File: config.mk
export PLATFORM = sky130hd
export DESIGN_NAME = note_sequencer
export DESIGN_NICKNAME = d
export VERILOG_FILES = /design/src/rtl/audio_seq_pkg.sv /design/src/rtl/step_timer.sv /design/src/rtl/note_sequencer.sv
export SDC_FILE = /design/constraint.sdc
export NUM_CORES = 1
export LEC_CHECK = 0
export BUFFER_PORTS_ARGS = -buffer_cell sky130_fd_sc_hd__buf_2
export CORE_MARGIN = 1
export CORE_UTILIZATION = 45
export CTS_BUF_LIST = sky130_fd_sc_hd__clkbuf_4
export DETAILED_ROUTE_END_ITERATION = 8
export PLACE_DENSITY = 0.64
export SYNTH_ARGS = -nofsm -noshare
export SYNTH_HDL_FRONTEND = slang
export SYNTH_HIERARCHICAL = 1
export SYNTH_SLANG_ARGS = --single-unit
export TNS_END_PERCENT = 30
File: constraint.sdc
create_clock -name sys_clk -period 10.22 [get_ports sys_clk]
set_input_delay 2.044 -clock sys_clk [delete_from_list [all_inputs] [get_ports sys_clk]]
set_output_delay 2.044 -clock sys_clk [all_outputs]
set_load 0.01 [all_outputs]
File: src/rtl/audio_seq_pkg.sv
// Shared types for the step sequencer: pattern entry layout, FSM states, tempo floor.
// Latency: n/a (types and constants only).
// Backpressure: n/a.
package audio_seq_pkg;
    localparam int SEQ_GATE_BIT  = 15;
    localparam int DEF_MIN_TEMPO = 8;

    typedef struct packed {
        logic                    gate;
        logic [SEQ_GATE_BIT-1:0] freq;
    } seq_entry_t;

    typedef enum logic [2:0] {
        ST_IDLE,
        ST_WAIT,
        ST_RD,
        ST_CAP,
        ST_WR,
        ST_ADV,
        ST_CLR
    } seq_state_t;
endpackage

File: src/rtl/step_timer.sv
// Step tick generator: clamps tempo_div, applies optional swing (NOTE_SEQ_SWING_EN), emits one-cycle tick.
// Latency: tick fires when the counter reaches period-1; period is sampled at each period start.
// Backpressure: none; counter holds at 0 while en is low.
module step_timer
    import audio_seq_pkg::*;
#(
    parameter int MIN_TEMPO = DEF_MIN_TEMPO
) (
    input  logic        clk,
    input  logic        rst_n,
    input  logic        en,
    input  logic        parity,
    input  logic [31:0] tempo_div,
    output logic        tick
);
    localparam logic [31:0] MIN_P = 32'(MIN_TEMPO);

    logic [31:0] cnt;
    logic [31:0] per_q;
    logic [31:0] per_base;
    logic [31:0] per_nxt;
    logic [32:0] per_sw;

    always_comb begin
        per_base = (tempo_div < MIN_P) ? MIN_P : tempo_div;
`ifdef NOTE_SEQ_SWING_EN
        // Even steps are shortened and odd steps lengthened by a quarter period.
        if (parity)
            per_sw = {1'b0, per_base} + {3'b0, per_base[31:2]};
        else
            per_sw = {1'b0, per_base} - {3'b0, per_base[31:2]};
`else
        per_sw = {1'b0, per_base};
`endif
        if (per_sw[32])
            per_nxt = '1;
        else if (per_sw[31:0] < MIN_P)
            per_nxt = MIN_P;
        else
            per_nxt = per_sw[31:0];
    end

`ifndef NOTE_SEQ_SWING_EN
    logic unused_parity;
    assign unused_parity = parity;
`endif

    assign tick = en && (cnt == per_q - 32'd1);

    always_ff @(posedge clk or negedge rst_n) begin
        if (!rst_n) begin
            cnt   <= '0;
            per_q <= MIN_P;
        end else if (!en || tick) begin
            cnt   <= '0;
            per_q <= per_nxt;
        end else begin
            cnt   <= cnt + 32'd1;
        end
    end
endmodule

File: src/rtl/note_sequencer.sv
// 16-step pattern sequencer; sole master of the single-port pattern RAM. Swing via NOTE_SEQ_SWING_EN.
// Latency: tick to trigger 3 cycles (4 when recording); clear sweep takes STEPS cycles.
// Backpressure: none; clear is dropped unless idle, run falling finishes the current step first.
module note_sequencer
    import audio_seq_pkg::*;
#(
    parameter int STEPS     = 16,
    parameter int ADDR_W    = 4,
    parameter int FREQ_W    = 32,
    parameter int MIN_TEMPO = DEF_MIN_TEMPO
) (
    input  logic              sys_clk,
    input  logic              reset,
    input  logic              run,
    input  logic [31:0]       tempo_div,
    input  logic              rec,
    input  logic [15:0]       rec_entry,
    input  logic              clear,
    output logic [ADDR_W-1:0] mem_addr,
    output logic              mem_wren,
    output logic [15:0]       mem_wdata,
    input  logic [15:0]       mem_rdata,
    output logic [FREQ_W-1:0] freq,
    output logic              gate,
    output logic              trigger,
    output logic [ADDR_W-1:0] step,
    output logic              busy
);
    seq_state_t        state;
    logic              rec_q;
    logic [ADDR_W-1:0] clr_idx;
    logic              tick;
    logic              timer_en;
    seq_entry_t        cur;

    // The timer keeps counting through the RAM access so the step period never stretches.
    assign timer_en = (state != ST_IDLE) && (state != ST_CLR);
    assign cur      = (state == ST_WR) ? rec_entry : mem_rdata;
    assign busy     = (state == ST_CLR);

    step_timer #(.MIN_TEMPO(MIN_TEMPO)) u_timer (
        .clk       (sys_clk),
        .rst_n     (reset),
        .en        (timer_en),
        .parity    (step[0]),
        .tempo_div (tempo_div),
        .tick      (tick)
    );

    always_comb begin
        mem_addr  = '0;
        mem_wren  = 1'b0;
        mem_wdata = '0;
        case (state)
            ST_RD:  mem_addr = step;
            ST_WR: begin
                mem_addr  = step;
                mem_wren  = 1'b1;
                mem_wdata = rec_entry;
            end
            ST_CLR: begin
                mem_addr = clr_idx;
                mem_wren = 1'b1;
            end
            default: ;
        endcase
    end

    always_ff @(posedge sys_clk or negedge reset) begin
        if (!reset) begin
            state   <= ST_IDLE;
            rec_q   <= 1'b0;
            clr_idx <= '0;
            step    <= '0;
            freq    <= '0;
            gate    <= 1'b0;
            trigger <= 1'b0;
        end else begin
            trigger <= 1'b0;
            case (state)
                ST_IDLE: begin
                    clr_idx <= '0;
                    if (run)
                        state <= ST_RD;
                    else if (clear)
                        state <= ST_CLR;
                end
                ST_WAIT: begin
                    if (tick) begin
                        if (run) begin
                            state <= ST_RD;
                        end else begin
                            state <= ST_IDLE;
                            gate  <= 1'b0;
                        end
                    end
                end
                ST_RD: begin
                    rec_q <= rec;
                    state <= ST_CAP;
                end
                ST_CAP: begin
                    if (rec_q) begin
                        state <= ST_WR;
                    end else begin
                        // Outputs load on entry to ADV so they are visible during ADV itself.
                        freq    <= FREQ_W'(cur.freq);
                        gate    <= cur.gate;
                        trigger <= cur.gate;
                        state   <= ST_ADV;
                    end
                end
                ST_WR: begin
                    freq    <= FREQ_W'(cur.freq);
                    gate    <= cur.gate;
                    trigger <= cur.gate;
                    state   <= ST_ADV;
                end
                ST_ADV: begin
                    step <= (step == ADDR_W'(STEPS - 1)) ? '0 : step + 1'b1;
                    if (run) begin
                        state <= ST_WAIT;
                    end else begin
                        state <= ST_IDLE;
                        gate  <= 1'b0;
                    end
                end
                ST_CLR: begin
                    clr_idx <= clr_idx + 1'b1;
                    if (clr_idx == ADDR_W'(STEPS - 1)) begin
                        step  <= '0;
                        state <= ST_IDLE;
                    end
                end
                default: state <= ST_IDLE;
            endcase
        end
    end
endmodule
# Yosys cells after proc, flatten, opt, wreduce, memory -nomap -nowiden
# Index checks and enable logic that the tools add are counted.
dict set report totals {
  input_bits 69
  word_cells 72
  register_bits 110
  out_inout_bits 60
}
dict set report classes {
  eq_ne 14
  mux 27
  magnitude_cmp 2
  reduce_logical 16
  addsub 4
}
# op n
set ops {}
lappend ops {{32-bit 2-to-1 mux} 4}
lappend ops {{32-bit by 4-bit less-than comparator with 1-bit output, second input constant} 2}
lappend ops {{32-bit case mux with 2 select lines} 1}
lappend ops {{32-bit by 1-bit adder with 32-bit output, second input constant} 1}
lappend ops {{32-bit equality test} 1}
lappend ops {{16-bit 2-to-1 mux} 2}
lappend ops {{32-bit by 1-bit subtractor with 32-bit output, second input constant} 1}
lappend ops {{4-bit case mux with 2 select lines} 3}
lappend ops {{3-bit case mux with 7 select lines} 1}
lappend ops {{3-bit 2-to-1 mux} 4}
lappend ops {{3-bit equality test, second input constant} 3}
lappend ops {{4-bit by 1-bit adder with 4-bit output, second input constant} 2}
lappend ops {{4-bit equality test, second input constant} 2}
lappend ops {{4-bit 2-to-1 mux} 2}
lappend ops {{1-bit 2-to-1 mux} 7}
lappend ops {{3-bit by 2-bit equality test with 1-bit output, second input constant} 2}
lappend ops {{3-bit inequality test, second input constant} 2}
lappend ops {{3-bit AND reduction} 2}
lappend ops {{2-bit nonzero test} 3}
lappend ops {{2-bit by 1-bit inequality test with 1-bit output, second input constant} 2}
lappend ops {{1-bit case mux with 4 select lines} 1}
lappend ops {{2-bit AND reduction} 2}
lappend ops {{4-bit nonzero test} 1}
lappend ops {{2-bit OR reduction} 2}
lappend ops {{other kinds (9)} 10}

# Logic depth before layout (Yosys ltp)
dict set report depth {
  depth_word 5
  mapped_depth 13
}

# Modules after synthesis
# Netlist, hierarchy kept.
# module seq_area_each_um2 area_per_inst_um2 n_inst cells_per_inst
set by_module_without_submodules {}
lappend by_module_without_submodules {step_timer 1602.8 4002.6 1 414}
lappend by_module_without_submodules {note_sequencer 725.7 1946.9 1 198}

# Worst setup path after synthesis
# No wires, ideal clock.
dict set report synth_path {
  path_kind {input port to output port}
  startpoint {in rec_entry[0]}
  endpoint {out mem_wdata[0]}
  setup_slack_ns 5.986
  cell_stages 1
  t_required_ns 8.176
  t_arrival_ns 2.190
  path_cell_list {and2_1}
}
dict set report synth_between {
  elab_chain_len 1
}
# element line_no
set synth_lines {}
lappend synth_lines {{start: declaration} note_sequencer.sv:17} ;# input logic [15:0] rec_entry,
lappend synth_lines {{16-bit 2-to-1 mux} note_sequencer.sv:54} ;# case (state)
lappend synth_lines {{end: declaration} note_sequencer.sv:21} ;# output logic [15:0] mem_wdata,
# No other way between the ends.

# Final worst setup path
dict set report layout_path {
  startpoint {in rec_entry[12]}
  endpoint {out mem_wdata[12]}
}
# Same word-level chain as after synthesis.

==> results.py <==
metrics = {
    "cts": {
        "clk_pin_slew_ns": 0.15,
        "postCtsSetupRepairBufs": 0,
        "cts-root-buf": "clkbuf_4",
        "clock-sinks": 93,
        "cts_tree": "yes",
        "clockBufferDepth": 2,
        "clkLatencyLatePin_ns": 0.47,
        "htreeDepth": 3,
        "numCtsBuffers": 9,
        "cts_resized": 0,
        "ctsHoldBuffers": 0,
    },
    "worst_setup_path": {
        "criticalPathCategory": "in2out",
        "crit_fanout": 2,
        "worstPathArrival_ns": 2.41,
        "worst_ep_required_time_ns": 8.18,
        "end_kind": "primary output",
        "cp-start-kind": "input port",
        "rrSetupSlack_ns": 6.19,
    },
    "placement": {
        "place_ws_ns": 5.76,
        "io_buffers": 111,
        "hpwlAfterDp_mm": 10.2,
        "gp_congestion": 0.849,
        "placed_area_um2": 6520,
        "placed_cells": 871,
    },
    "sta": {
        "tns_ns": 0,
        "finalHoldViolCount": 0,
        "fin_ws_ns": 5.76,
        "slew-limit-headroom_pct": 38.9,
        "rsz0062_at_grt": "false",
        "worstMarginPinSlew_ns": 0.909,
        "maxSlewViolCount": 0,
        "finalClockSkew_ns": 0.0236,
        "fmax_mhz": 224,
        "finalSetupViolCount": 0,
        "fin_worst_hold_slack_ns": 0.509,
        "timing.final.crit_period_ns": 4.46,
        "min_period_over_period_pct": 43.6,
    },
    "global_route": {
        "grt_pass1_vias": 4819,
        "grt_pass1_wl_mm": 23.1,
        "grt_overflow": 0,
        "grtUsageTotal_pct": 22.0,
        "grt_max_degree": 48,
        "antenna_found_initial": 1,
    },
    "final_layout": {
        "fin_cells": 888,
        "syn2layout_area_growth_pct": 12.4,
        "final_nets": 783,
        "final_area_um2": 6690,
        "drive_gt1_share_pct": 26.7,
        "final_util_pct": 52.4,
    },
    "yosys": {
        "ys_ff_latch": 93,
        "synth.distinct_cells": 65,
        "synth_edf_count": 0,
        "ys_warn_count": 6,
        "async_reset_ff_share_pct": 100,
        "ys_top_cells_by_count": "92 x dfrtp_1, 58 x nor2_1, 45 x mux2_2",
        "netlist_instances": 612,
        "synth_area_leaders": "dfrtp_1 39%, mux2_2 8.5%, xnor2_1 5.4%",
        "synth-main-ff-cell": "dfrtp_1",
        "synth_top_area_share_pct": 38.7,
        "synth_top_cell_by_area": "dfrtp_1",
        "syn_area_um2": 5950,
        "synth.most_common_cell": "dfrtp_1",
        "synth.avg_cell_area_um2": 9.72,
        "ys_seq_area_share_pct": 39.1,
    },
    "floorplan": {
        "fp-row-count": 41,
        "die_width_um": 117,
        "ioPinCount": 129,
        "initial_core_util_pct": 46.6,
        "coreArea_um2": 12800,
        "die_area_um2": 13700,
        "die_y_um": 117,
    },
    "detailed_routing": {
        "vias_per_cell": 5.47,
        "routedWlPerCell_um": 15.6,
        "drt_iter0_drc": 226,
        "routed_wirelength_mm": 13.9,
        "first_pass_iters": 4,
        "vias": 4853,
        "drc": 0,
        "drtAntennaViolNets": 0,
    },
    "job": {
        "max-cap-violations": 0,
    },
    "pwr": {
        "vdd_drop_max_mv": 0.104,
        "power_density_nw_per_um2": 234,
        "power_mw": 1.57,
        "p_leak_nw": 2.92,
    },
    "hold_path": {
        "hold_class": "reg2reg",
    },
    "run_status": {
        "outcome": "finished clean",
    },
}
## metal layers
metal / vias up / track usage (%) / part of all wire (%)
li1: 2351 / - / -
met1: 2336 / 28.1 / 45
met2: 149 / 36.7 / 48
met3: 17 / 4.84 / 5.2
met4: 0 / 8.35 / 1.9
met5: - / 0 / 0
## layout by cell type, fill, tap and decap left out, types with 7 or more instances in the layout
master    netlist  routed
buf_2           2     110
dfrtp_1        92      92
nor2_1         58      58
mux2_2         45      45
xnor2_1        37      37
xor2_1         31      31
nor3_1         27      27
nand3_1        25      25
nand2_1        21      21
nor4_1         19      19
and2_1         18      18
inv_1          17      17
conb_1          1      17
a21oi_1        16      16
nand4_1        16      16
mux2i_1        15      15
o21ai_0        10      10
clkbuf_4        0      10
or3_1           9       9
and3_1          9       9
a22oi_1         7       7
or4_1           7       7
## kinds of logic after synthesis
| kind of cell | after synthesis | share of synthesized area, % |
|---|---|---|
| xor+xnor | 68 | 10.0 |
| fa+ha+maj | 4 | 0.841 |
| simple gates | 251 | 23.2 |
| other cells | 1 | 0.0630 |
| mux | 67 | 12.6 |
| buf+inv | 62 | 6.16 |
| flops | 93 | 39.1 |
| compound gates | 66 | 8.01 |
## final cells by class
type,instances,area [µm²]
Antenna cell,1,2.50
Clock buffer,10,75.1
Clock inverter,6,86.3
Fill cell,1163,6090
Inverter,17,63.8
Multi-Input combinational cell,473,3320
Sequential cell,93,2330
Tap cell,172,215
Timing Repair Buffer,116,596
## flip-flops by register name, summed over array words and instances (netlist names), 3 cells and up
register	flops
clr_idx	4
freq	15
u_timer/cnt	32
step	4
u_timer/per_q	32
state	3
## worst max-delay path: stages
cell and delay, ns:
buf_2 0.10, and2_1 0.13, buf_2 0.14
## where the power goes
group / internal [mW] / switching, mW / leakage (nW)
Sequential: 0.489 / 0.191 / 1.16
Combinational: 0.335 / 0.321 / 1.68
Clock: 0.102 / 0.127 / 0.0884
## path summary, 6_finish.rpt
check                                  from                 to  depth (start not counted)
setup / recovery              rec_entry[12]      mem_wdata[12]                          3
hold / removal                        rec_q           state[0]                          1
setup reg to reg           u_timer/per_q[2]  u_timer/per_q[11]                          8
hold reg to reg                       rec_q           state[0]                          1
max in group asynchronous             reset     u_timer/cnt[7]                          2
min in group asynchronous             reset    u_timer/cnt[13]                          1
(Power assumes the default switching activity.)
